[src/rtl/fwd_pkg.sv]
// Shared constants and types for the ID-stage forwarding/hazard unit.
package fwd_pkg;

   localparam int unsigned STG_EXE     = 0;
   localparam int unsigned STG_MEM     = 1;
   localparam int unsigned STG_WB      = 2;
   localparam int unsigned NUM_STG_DEF = 3;
   localparam int unsigned FWD_SRC_RF  = NUM_STG_DEF;

   typedef enum logic {
      ST_RUN   = 1'b0,
      ST_STALL = 1'b1
   } fsm_state_e;

endpackage

[src/rtl/fwd_port_sel.sv]
// One read port: priority match over downstream stages, youngest first.
// Address 0 always reads zero and reports the register file as its source.
module fwd_port_sel #(
   parameter int unsigned DATA_W  = 32,
   parameter int unsigned ADDR_W  = 5,
   parameter int unsigned NUM_STG = 3,
   parameter int unsigned SRC_W   = 2
) (
   input  logic                      en_i,
   input  logic [ADDR_W-1:0]         addr_i,
   input  logic [DATA_W-1:0]         rf_data_i,
   input  logic [NUM_STG-1:0]        wen_i,
   input  logic [NUM_STG*ADDR_W-1:0] waddr_i,
   input  logic [NUM_STG*DATA_W-1:0] wdata_i,
   input  logic [NUM_STG-1:0]        pend_i,
   output logic [DATA_W-1:0]         data_o,
   output logic [SRC_W-1:0]          src_o,
   output logic                      pend_o
);

   logic hit;

   always_comb begin
      data_o = rf_data_i;
      src_o  = SRC_W'(NUM_STG);
      pend_o = 1'b0;
      hit    = 1'b0;
      if (addr_i == '0) begin
         data_o = '0;
      end else begin
         // First (youngest) match wins, so an older ready copy never masks a pending one.
         for (int unsigned s = 0; s < NUM_STG; s++) begin
            if (!hit && en_i && wen_i[s] && (waddr_i[s*ADDR_W +: ADDR_W] == addr_i)) begin
               hit    = 1'b1;
               data_o = wdata_i[s*DATA_W +: DATA_W];
               src_o  = SRC_W'(s);
               pend_o = pend_i[s];
            end
         end
      end
   end

endmodule

[src/rtl/fwd_hazard_unit.sv]
// ID-stage forwarding and load-use hazard unit with ID/EX operand latch,
// flush, stall-length watchdog and per-port source reporting.
module fwd_hazard_unit
   import fwd_pkg::*;
#(
   parameter int unsigned DATA_W    = 32,
   parameter int unsigned ADDR_W    = 5,
   parameter int unsigned NUM_RD    = 2,
   parameter int unsigned NUM_STG   = NUM_STG_DEF,
   parameter int unsigned MAX_STALL = 15,
   parameter int unsigned SRC_W     = 2
) (
   input  logic                      clk,
   input  logic                      rst,
   input  logic                      flush,
   input  logic                      id_valid,
   input  logic [NUM_RD-1:0]         id_rd_en,
   input  logic [NUM_RD*ADDR_W-1:0]  id_rd_addr,
   input  logic [NUM_RD*DATA_W-1:0]  id_rf_data,
   input  logic                      id_hi_rd,
   input  logic                      id_lo_rd,
   input  logic [DATA_W-1:0]         rf_hi,
   input  logic [DATA_W-1:0]         rf_lo,
   input  logic [NUM_STG-1:0]        stg_wen,
   input  logic [NUM_STG*ADDR_W-1:0] stg_waddr,
   input  logic [NUM_STG*DATA_W-1:0] stg_wdata,
   input  logic [NUM_STG-1:0]        stg_pend,
   input  logic [NUM_STG-1:0]        stg_hi_wen,
   input  logic [NUM_STG-1:0]        stg_lo_wen,
   input  logic [NUM_STG*DATA_W-1:0] stg_hi_data,
   input  logic [NUM_STG*DATA_W-1:0] stg_lo_data,
   output logic                      stall,
   output logic                      ex_valid,
   output logic [NUM_RD*DATA_W-1:0]  ex_opnd,
   output logic [DATA_W-1:0]         ex_hi,
   output logic [DATA_W-1:0]         ex_lo,
   output logic [NUM_RD*SRC_W-1:0]   ex_src,
   output logic                      err_timeout
);

   localparam int unsigned LEN_W = $clog2(MAX_STALL + 1);

   logic [NUM_RD*DATA_W-1:0] opnd_sel;
   logic [NUM_RD*SRC_W-1:0]  src_sel;
   logic [NUM_RD-1:0]        port_pend;
   logic [DATA_W-1:0]        hi_sel, lo_sel;
   logic [SRC_W-1:0]         hi_src, lo_src;
   logic                     hi_pend, lo_pend, pend_hit;
   logic                     unused_hilo;

   for (genvar p = 0; p < NUM_RD; p++) begin : g_port
      fwd_port_sel #(.DATA_W(DATA_W), .ADDR_W(ADDR_W), .NUM_STG(NUM_STG), .SRC_W(SRC_W)) u_sel (
         .en_i      (id_rd_en[p]),
         .addr_i    (id_rd_addr[p*ADDR_W +: ADDR_W]),
         .rf_data_i (id_rf_data[p*DATA_W +: DATA_W]),
         .wen_i     (stg_wen),
         .waddr_i   (stg_waddr),
         .wdata_i   (stg_wdata),
         .pend_i    (stg_pend),
         .data_o    (opnd_sel[p*DATA_W +: DATA_W]),
         .src_o     (src_sel[p*SRC_W +: SRC_W]),
         .pend_o    (port_pend[p])
      );
   end

   // HI/LO reuse the port selector with a 1-bit address that always matches.
   fwd_port_sel #(.DATA_W(DATA_W), .ADDR_W(1), .NUM_STG(NUM_STG), .SRC_W(SRC_W)) u_hi (
      .en_i (1'b1), .addr_i (1'b1), .rf_data_i (rf_hi),
      .wen_i (stg_hi_wen), .waddr_i ({NUM_STG{1'b1}}), .wdata_i (stg_hi_data), .pend_i ('0),
      .data_o (hi_sel), .src_o (hi_src), .pend_o (hi_pend)
   );

   fwd_port_sel #(.DATA_W(DATA_W), .ADDR_W(1), .NUM_STG(NUM_STG), .SRC_W(SRC_W)) u_lo (
      .en_i (1'b1), .addr_i (1'b1), .rf_data_i (rf_lo),
      .wen_i (stg_lo_wen), .waddr_i ({NUM_STG{1'b1}}), .wdata_i (stg_lo_data), .pend_i ('0),
      .data_o (lo_sel), .src_o (lo_src), .pend_o (lo_pend)
   );

   assign unused_hilo = ^{hi_src, lo_src, id_hi_rd, id_lo_rd};

   assign pend_hit = (|port_pend) | hi_pend | lo_pend;
   assign stall    = id_valid & pend_hit & ~flush;

   fsm_state_e       state_q, state_d;
   logic [LEN_W-1:0] stall_len_q, stall_len_d;
   logic             err_q, err_d;

   always_comb begin
      state_d     = state_q;
      stall_len_d = stall_len_q;
      if (flush) begin
         state_d     = ST_RUN;
         stall_len_d = '0;
      end else begin
         unique case (state_q)
            ST_RUN: if (stall) begin
               state_d     = ST_STALL;
               stall_len_d = LEN_W'(1);
            end
            ST_STALL: if (stall) begin
               if (stall_len_q != LEN_W'(MAX_STALL)) stall_len_d = stall_len_q + LEN_W'(1);
            end else begin
               state_d     = ST_RUN;
               stall_len_d = '0;
            end
            default: begin
               state_d     = ST_RUN;
               stall_len_d = '0;
            end
         endcase
      end
      err_d = err_q | (stall_len_d == LEN_W'(MAX_STALL));
   end

   always_ff @(posedge clk or negedge rst) begin
      if (!rst) begin
         state_q     <= ST_RUN;
         stall_len_q <= '0;
         err_q       <= 1'b0;
         ex_valid    <= 1'b0;
         ex_opnd     <= '0;
         ex_hi       <= '0;
         ex_lo       <= '0;
         ex_src      <= {NUM_RD{SRC_W'(NUM_STG)}};
      end else begin
         state_q     <= state_d;
         stall_len_q <= stall_len_d;
         err_q       <= err_d;
         if (stall || flush) begin
            ex_valid <= 1'b0;
         end else begin
            ex_valid <= id_valid;
            ex_opnd  <= opnd_sel;
            ex_hi    <= hi_sel;
            ex_lo    <= lo_sel;
            ex_src   <= src_sel;
         end
      end
   end

   assign err_timeout = err_q;

endmodule

[config.mk]
export PLATFORM = sky130hd
export DESIGN_NAME = fwd_hazard_unit
export DESIGN_NICKNAME = d
export VERILOG_FILES = /design/src/rtl/fwd_pkg.sv /design/src/rtl/fwd_port_sel.sv /design/src/rtl/fwd_hazard_unit.sv
export SDC_FILE = /design/constraint.sdc
export NUM_CORES = 1
export LEC_CHECK = 0
export BUFFER_PORTS_ARGS = -buffer_cell sky130_fd_sc_hd__buf_2
export CORE_AREA = 3 3 233 235
export CTS_CLUSTER_DIAMETER = 100
export CTS_CLUSTER_SIZE = 8
export DETAILED_ROUTE_END_ITERATION = 12
export DIE_AREA = 0 0 236 238
export GPL_TIMING_DRIVEN = 0
export HOLD_SLACK_MARGIN = 0.06
export PLACE_DENSITY = 0.43
export SLEW_MARGIN = 20
export SYNTH_ARGS = -nofsm -noshare
export SYNTH_HDL_FRONTEND = slang
export SYNTH_HIERARCHICAL = 1
export SYNTH_SLANG_ARGS = --single-unit
[constraint.sdc]
create_clock -name clk -period 2.2 [get_ports clk]
set_clock_uncertainty 0.1 [all_clocks]
set_input_delay 0.22 -clock clk [delete_from_list [all_inputs] [get_ports clk]]
set_output_delay 0.22 -clock clk [all_outputs]
set_load 0.01 [all_outputs]
==> Implementation_results.wiki, run 1 <==
{| class="wikitable"
! Metric !! Value
|-
| Critical path startpoint category || primary input
|-
| 1st-iter DRT viols || between 600 and 700
|-
| Wire per inst || 22.5 um
|-
| Die extent in x || roughly 240 um
|-
| Routed Wire Length || between 50 and 60 mm
|-
| Part of the cycle the worst path needs || 1.14
|-
| Maximum Capacitance Violations || 0
|-
| Post-route standard cell area excluding fillers || 18800 sq um
|-
| Worst slew margin relative to its limit || 0.523
|-
| Cells after Synth || about 1100
|-
| PwrDens || 512 nW/um^2
|-
| DR vias || ~13000
|-
| FMAX || 0.397 GHz
|-
| Global-route usage over all layers || 0.201
|-
| Number of vias per cell after detailed routing || 4.92
|-
| Global placement routability congestion || around 0.90
|-
| Launching point of the worst reg2reg path || stall_len_q[0]$_DFF_PN0_
|-
| Insertion delay to the later sink of the worst-skew pair || 0.47 ns
|-
| Post-Place Cell Area || between 15000 and 20000 sq um
|-
| Half-perimeter wire length after detailed placement || 44.9 mm
|-
| Final setup slack of the worst path || -0.317 ns
|-
| Number of antenna violations at the first check in global routing || 6
|-
| Height of the chip || 238 um
|-
| Longest Clk Path Bufs || 2
|-
| Port Buf Inserts || 592
|-
| Total Die Area || 56200 sq um
|-
| Met1 layer wirelength in the final routing || between 20 and 25 mm
|-
| Syn avg cell area || 10.8 sq um
|-
| CTS tree || done
|-
| Number of cells traversed by the worst hold path || 3
|-
| Number of nets at the end of the flow || between 2000 and 2500
|-
| Actual slew at the worst max-slew pin || just over 0.7 ns
|-
| Hold worst-path end || ex_lo[13]$_DFFE_PN0N_
|-
| Routed met3 length || 3.95 mm
|-
| Count of final max-slew check failures || 0
|-
| Share of cells above drive strength 1 || 0.565
|-
| Setup Crit Path Kind || primary input to register
|-
| Met2 Routed Length || around 29 mm
|-
| FF-to-FF path depth || 5
|-
| Post-CTS clock slew at the launch and capture registers of the worst setup and hold paths || about 0.06 ns
|-
| Leak Pwr || between 0.009 and 0.01 uW
|-
| First-pass detailed-route iteration total || 5
|-
| Placement Setup Slack || -1.31 ns
|-
| Overflow left after global routing || 0
|-
| Number of global-route vias before repair || 13600
|-
| CP endpoint kind || register
|-
| Total of warnings raised by yosys || 6
|-
| Number of placement rows || 84
|-
| Largest net degree at the start of global routing || 81
|-
| Syn-to-layout area delta || 63.9%
|-
| Utilization after layout || 0.359
|-
| Final setup vio count || 134
|-
| Setup slack, reg-to-reg || 0.48 ns
|-
| Run status || finished, violations left
|-
| RSZ-0062 raised after global routing || yes
|-
| Number of nets with antenna violations after routing || 0
|-
| Total CTS buffers || 17
|-
| Worst Hold Launch || stg_lo_data[77]
|-
| H-tree level count || 4
|-
| Cell area after synthesis || 11500 sq um
|-
| Post-route DRC || 0
|-
| Worst hold path type || primary input to register
|-
| Power Total || 9640 uW
|-
| Endpoint of the worst-slack reg-to-reg timing path || err_timeout$_DFF_PN0_
|-
| Starting utilization of the core area || 0.219
|-
| Violated checks || setup timing
|-
| Summed negative setup slack over all endpoints || -31.14 ns
|-
| Highest ir drop seen on vdd || approximately 0.00053 V
|-
| Highest metal layer with signal wires || met5
|-
| Arrival time at the worst endpoint || 2.77 ns
|-
| I/O pin count || ~600
|-
| Fin. Hold Viols || 0
|-
| Root cell of the clock tree || clkbuf_16
|-
| Crit path required time || 2.45 ns
|-
| Final critical delay including setup and external delays || approximately 2.5 ns
|-
| Top fanout value on the critical path || 7
|-
| Sink Count || 139
|-
| Standard cell core area || roughly 52000 sq um
|-
| Global-route wire length before repair || 86.2 mm
|}
==> per-stage QoR <==
| stage | cells | hold slack, ns |
|---|---|---|
| 3_3_place_gp | 2383 | 0.361 |
| 6_report | 2612 | 0.0963 |
| 4_1_cts | 2591 | 0.0601 |
| 5_1_grt | 2608 | 0.0816 |
| 3_5_place_dp | 2384 | 0.186 |
| 2_1_floorplan | 1103 | -0.176 |
==> area by class of cell <==
type,count,area [sq um]
clock inverter,8,92.6
buffer,120,951
fill,5385,33600
antenna,7,17.5
tap,688,861
sequential,139,3480
inverter,5,18.8
clock buffer,24,482
multi-input combinational,828,7690
timing repair buffer,793,5240
==> repair_timing <==
item	in CTS	in global routing
cloned	8	4
hold endpoints to repair	202	0
pin swaps	9	25
buffers inserted	26	19
setup endpoints to repair	140	138
hold buffers	149	0
gates resized for setup	118	76
==> per-layer routing <==
layer  global-route usage  vias up
met2                0.345      522
met1                0.242     6320
met5                    0        -
li1                     -     5905
met4               0.0682        2
met3               0.0535       92
==> worst max path at each step <==
| stage | slack, ns | from | cells past startpoint | endpoint |
|---|---|---|---|---|
| CTS | -0.41 | id_rd_addr[0] | 12 | ex_lo[27]$_DFFE_PN0N_ |
| global route | -0.35 | id_rd_addr[5] | 11 | ex_opnd[21]$_DFFE_PN0N_ |
| finish | -0.32 | id_rd_addr[5] | 11 | ex_opnd[19]$_DFFE_PN0N_ |
| detailed placement | -1.31 | id_rd_addr[2] | 12 | ex_opnd[0]$_DFFE_PN0N_ |
| global placement | -1.68 | rst | 1 | ex_lo[0]$_DFFE_PN0N_ |
| floorplan | -0.76 | id_rd_addr[7] | 11 | ex_hi[0]$_DFFE_PN0N_ |
==> cells in the final DEF, fill, tap and decap left out, types with 5 or more instances in the layout <==
cell and n:
buf_2 602, dlygate4sd3_1 149, dfrtp_1 135, mux2_4 92
nand4_1 70, mux2i_1 66, a32o_1 64, a21oi_1 64
nor3_1 64, o211ai_2 60, nand3_2 54, clkbuf_1 47
buf_4 46, conb_1 42, mux2_2 40, o221a_2 40
buf_6 32, o221a_1 24, buf_12 21, clkbuf_16 21
nand3_1 17, xnor2_1 17, xnor2_2 10, nand2_1 9
diode_2 7, nor2_1 7, nand2b_1 7, buf_8 7
xor2_1 7, inv_1 5, o31ai_1 5, o211ai_1 5
clkinv_2 5
==> flip-flops by register name, indices dropped and copies added (netlist names) <==
name and count:
state_q 1, ex_opnd 64, ex_hi 32, ex_src 4, err_timeout 1, ex_valid 1, ex_lo 32, stall_len_q 4
==> worst max-delay path, cell delays in order <==
cell	delay [ns]
buf_8	0.11
or4_4	0.54
or2_4	0.29
o221a_4	0.14
o41a_1	0.48
nor2_4	0.16
buf_6	0.13
buf_12	0.13
buf_12	0.12
clkbuf_16	0.15
mux2_4	0.30
==> report_power, final <==
part	internal (uW)	switching, uW
clock network	1740	1240
registers	2930	211
logic	1870	1640
total	6540	3100
No activity file was read; power rests on OpenSTA's default activity.
==> run 2, diff against run 1 <==
Settings changed: CAP_MARGIN set to 20, PLACE_DENSITY 0.43 to unset, SLEW_MARGIN 20 to unset.
==> run 2 against run 1 <==
The run still ends with setup timing left. Hold slack better by 0.0064 ns. Wire length hardly changed. Count of clock-buffer cells in the layout is 2 lower. Via count is 3.3% higher. First-iteration DRC count is 33% higher. Sequential power hardly changed. Combinational power is 2% higher. Global-route usage is 0.51 points lower. Critical path type unchanged. Critical endpoint is now ex_hi[23]$_DFFE_PN0N_.
==> Implementation_results.wiki, run 2 (synthesis gave the netlist of run 1 again) <==
{| class="wikitable"
! Metric !! Value
|-
| Die extent in x || 236 um (unchanged)
|-
| Longest Clk Path Bufs || 2 (unchanged)
|-
| Top reg by flops || ex_opnd
|-
| Most frequent cells in the layout || buf_2, dlygate4sd3_1, dfrtp_1, mux2_4, nand4_1
|-
| Post-route DRC || 0 (unchanged)
|-
| Number of nets at the end of the flow || 2369 (+0.13%)
|-
| Final-layout worst hold slack || 0.103 ns (+0.00635 ns)
|-
| Fraction of power consumed by sequential logic || 0.317 (-0.009)
|-
| Clock power share || 0.325 (+0.015)
|-
| Top fanout value on the critical path || 6 (-1)
|-
| Worst-path cell chain || buf_8 -> or4_4 -> or2_4 -> o221a_4 -> o41a_1 -> nor2_4 -> buf_8 -> buf_12 -> clkbuf_16 -> mux2_4
|-
| Most used cell along the critical path || buf_8
|-
| Largest incremental delay on the critical path || 0.54 ns (about the same)
|-
| Arrival time at the worst endpoint || 2.84 ns (+0.07 ns)
|-
| Utilization after layout || 0.362 (+0.00296)
|-
| Largest net degree at the start of global routing || 78 (-3.7%)
|-
| First-pass detailed-route iteration total || 5 (unchanged)
|-
| Worst slew margin relative to its limit || 0.523 (-0.000748)
|-
| Number of antenna violations at the first check in global routing || 2 (-4)
|-
| Root cell of the clock tree || clkbuf_16
|-
| Routed Wire Length || 58.8 mm (about the same)
|-
| Starting utilization of the core area || 0.219 (unchanged)
|-
| H-tree level count || 4 (unchanged)
|-
| Syn-to-layout area delta || 65.2%
|-
| Internal || 6830 uW (+4.4%)
|-
| Fraction of power spent switching nets || 0.315 (-0.00642)
|-
| Fin. Hold Viols || 0 (unchanged)
|-
| FMAX || 0.387 GHz (-2.6%)
|-
| FF-to-FF path depth || 5 (unchanged)
|-
| Setup Crit Path Kind || primary input to register
|-
| Run status || finished, violations left
|-
| Final setup vio count || 135 (+0.75%)
|-
| Height of the chip || 238 um (unchanged)
|-
| Final setup slack of the worst path || -0.385 ns (-0.0675 ns)
|-
| Total Die Area || 56200 sq um (unchanged)
|-
| Endpoint of the worst-slack reg-to-reg timing path || err_timeout$_DFF_PN0_
|-
| Global-route wire length before repair || 84.6 mm (-1.9%)
|-
| Total CTS buffers || 17 (unchanged)
|-
| Part of the cycle the worst path needs || 1.17 (+0.0307)
|-
| Buffers & Inverters on Critical Path || 4 (-1)
|-
| Overflow left after global routing || 0 (unchanged)
|-
| Crit path required time || 2.45 ns (about the same)
|-
| Insertion delay to the later sink of the worst-skew pair || 0.47 ns (about the same)
|-
| Number of vias per cell after detailed routing || 5.08 (+3.3%)
|-
| Setup slack, reg-to-reg || 0.46 ns (-0.02 ns)
|-
| Standard cell core area || 52400 sq um (unchanged)
|-
| Critical path startpoint category || primary input
|-
| Post-route standard cell area excluding fillers || 19000 sq um (+0.82%)
|-
| Number of cells traversed by the worst hold path || 2 (-1)
|-
| Launching point of the worst reg2reg path || stall_len_q[0]$_DFF_PN0_
|-
| Port Buf Inserts || 592 (unchanged)
|-
| Worst Hold Launch || flush
|-
| Post-CTS clock slew at the launch and capture registers of the worst setup and hold paths || 0.06 ns (about the same)
|-
| Violated checks || setup timing
|-
| Worst hold path type || primary input to register
|-
| Final critical delay including setup and external delays || 2.58 ns (+0.0675 ns)
|-
| Share of cells above drive strength 1 || 0.560 (-0.00557)
|-
| RSZ-0062 raised after global routing || yes
|-
| PwrDens || 525 nW/um^2 (+2.5%)
|-
| Wire per inst || 22.5 um (about the same)
|-
| Maximum Capacitance Violations || 0 (unchanged)
|-
| Half-perimeter wire length after detailed placement || 43.8 mm (-2.5%)
|-
| Number of global-route vias before repair || 13700 (+0.79%)
|-
| DR vias || 13300 (+3.3%)
|-
| Dominant delay contributor by cell family on the critical path || simple AND/OR/NAND/NOR gates
|-
| 1st-iter DRT viols || 879 (+33%)
|-
| CTS tree || done
|-
| Sink Count || 139 (unchanged)
|-
| Post-Place Cell Area || 15500 sq um (unchanged)
|-
| Total placed cells including tap cells || 2384 (unchanged)
|-
| Hold worst-path end || state_q$_DFF_PN0_
|-
| Share of power burned in combinational logic || 0.358 (-0.006)
|-
| CP endpoint kind || register
|-
| Largest registers || ex_opnd (64), ex_hi (32), ex_lo (32)
|-
| Actual slew at the worst max-slew pin || 0.716 ns (+0.00112 ns)
|-
| Leak Pwr || 0.00907 uW (+0.71%)
|-
| Final non-filler cell total || 2610 (-0.077%)
|-
| Number of nets with antenna violations after routing || 0 (unchanged)
|-
| Global-route usage over all layers || 0.195 (-0.00507)
|-
| Global placement routability congestion || 0.961 (+6.9%)
|-
| Most common cell after layout, fill and taps aside || buf_2
|-
| I/O pin count || 596 (unchanged)
|-
| Number of placement rows || 84 (unchanged)
|-
| Net switching power || 3140 uW (+1.3%)
|-
| Summed negative setup slack over all endpoints || -45.35 ns (-14.21 ns)
|-
| Count of final max-slew check failures || 0 (unchanged)
|-
| Standard cell with the maximum stage delay on the critical path || or4_4
|-
| Number of flip-flops under the largest register name || 64 (unchanged)
|-
| Highest ir drop seen on vdd || 0.000559 V (+4.7%)
|}
## run 2: changes by cell type in the layout (fill, tap and decap cells not counted), sizes merged
cell,change
buf,-9
clkbuf,+5
diode,-5
dlygate4sd3,+5
bufinv,+2
clkinv,-1
inv,+1
## run 2: how the worst max path moves through the flow
| stage | from | end | slack [ns] | cells after the start |
|---|---|---|---|---|
| floorplan | id_rd_addr[7] | ex_hi[0]$_DFFE_PN0N_ | -0.76 | 11 |
| global placement | rst | ex_lo[9]$_DFFE_PN0N_ | -1.61 | 1 |
| detailed placement | id_rd_addr[7] | ex_hi[27]$_DFFE_PN0N_ | -1.43 | 12 |
| CTS | id_rd_addr[0] | ex_opnd[25]$_DFFE_PN0N_ | -0.48 | 13 |
| global route | id_rd_addr[8] | ex_hi[23]$_DFFE_PN0N_ | -0.43 | 10 |
| finish | id_rd_addr[8] | ex_hi[23]$_DFFE_PN0N_ | -0.38 | 10 |
## run 2: per-stage QoR
step	power, uW	setup WS [ns]
floorplan	4570	-0.762
global placement	5920	-1.61
detailed placement	5960	-1.43
CTS	9760	-0.482
global route	10500	-0.432
finish	9970	-0.385
## run 2: power groups by stage
| stage | logic, uW | clock network, uW | registers, uW |
|---|---|---|---|
| 3_3_place_gp | 2760 | 0 | 3160 |
| 3_5_place_dp | 2780 | 0 | 3180 |
| 4_1_cts | 3250 | 3370 | 3140 |
| 5_1_grt | 3800 | 3460 | 3200 |
| 2_1_floorplan | 1250 | 0 | 3330 |
| 6_report | 3570 | 3240 | 3160 |
## run 2: per-layer routing
| layer | part of all wire | track usage |
|---|---|---|
| met1 | 0.41 | 0.239 |
| met2 | 0.49 | 0.331 |
| met3 | 0.071 | 0.0483 |
| met4 | 0.033 | 0.0774 |
| met5 | 0.00022 | 0 |
## run 2: worst register-to-register path, delay by kind of cell, from the launching register on
kind,cells,cell delay [ns]
adders and majority gates,1,0.21
DFF,1,0.41
and+or+nand+nor,1,0.49
buffers and inverters,1,0.07
AOI/OAI and AO/OA,2,0.40
## run 2: final cells by class
| type | instances | area [sq um] |
|---|---|---|
| timing repair buffer | 794 | 5330 |
| buffer | 122 | 985 |
| multi-input combinational | 828 | 7660 |
| tap | 688 | 861 |
| inverter | 5 | 18.8 |
| clock buffer | 22 | 474 |
| clock inverter | 10 | 164 |
| antenna | 2 | 5.00 |
| sequential | 139 | 3480 |
| fill | 5236 | 33500 |
## run 2: timing repair
item / in CTS / in global routing
pin swaps: 12 / 10
setup endpoints to repair: 140 / 137
gates cloned: 6 / 11
resized for setup: 88 / 89
endpoints found under the hold margin: 195 / 0
buffers inserted: 23 / 10
hold buffers: 154 / 0
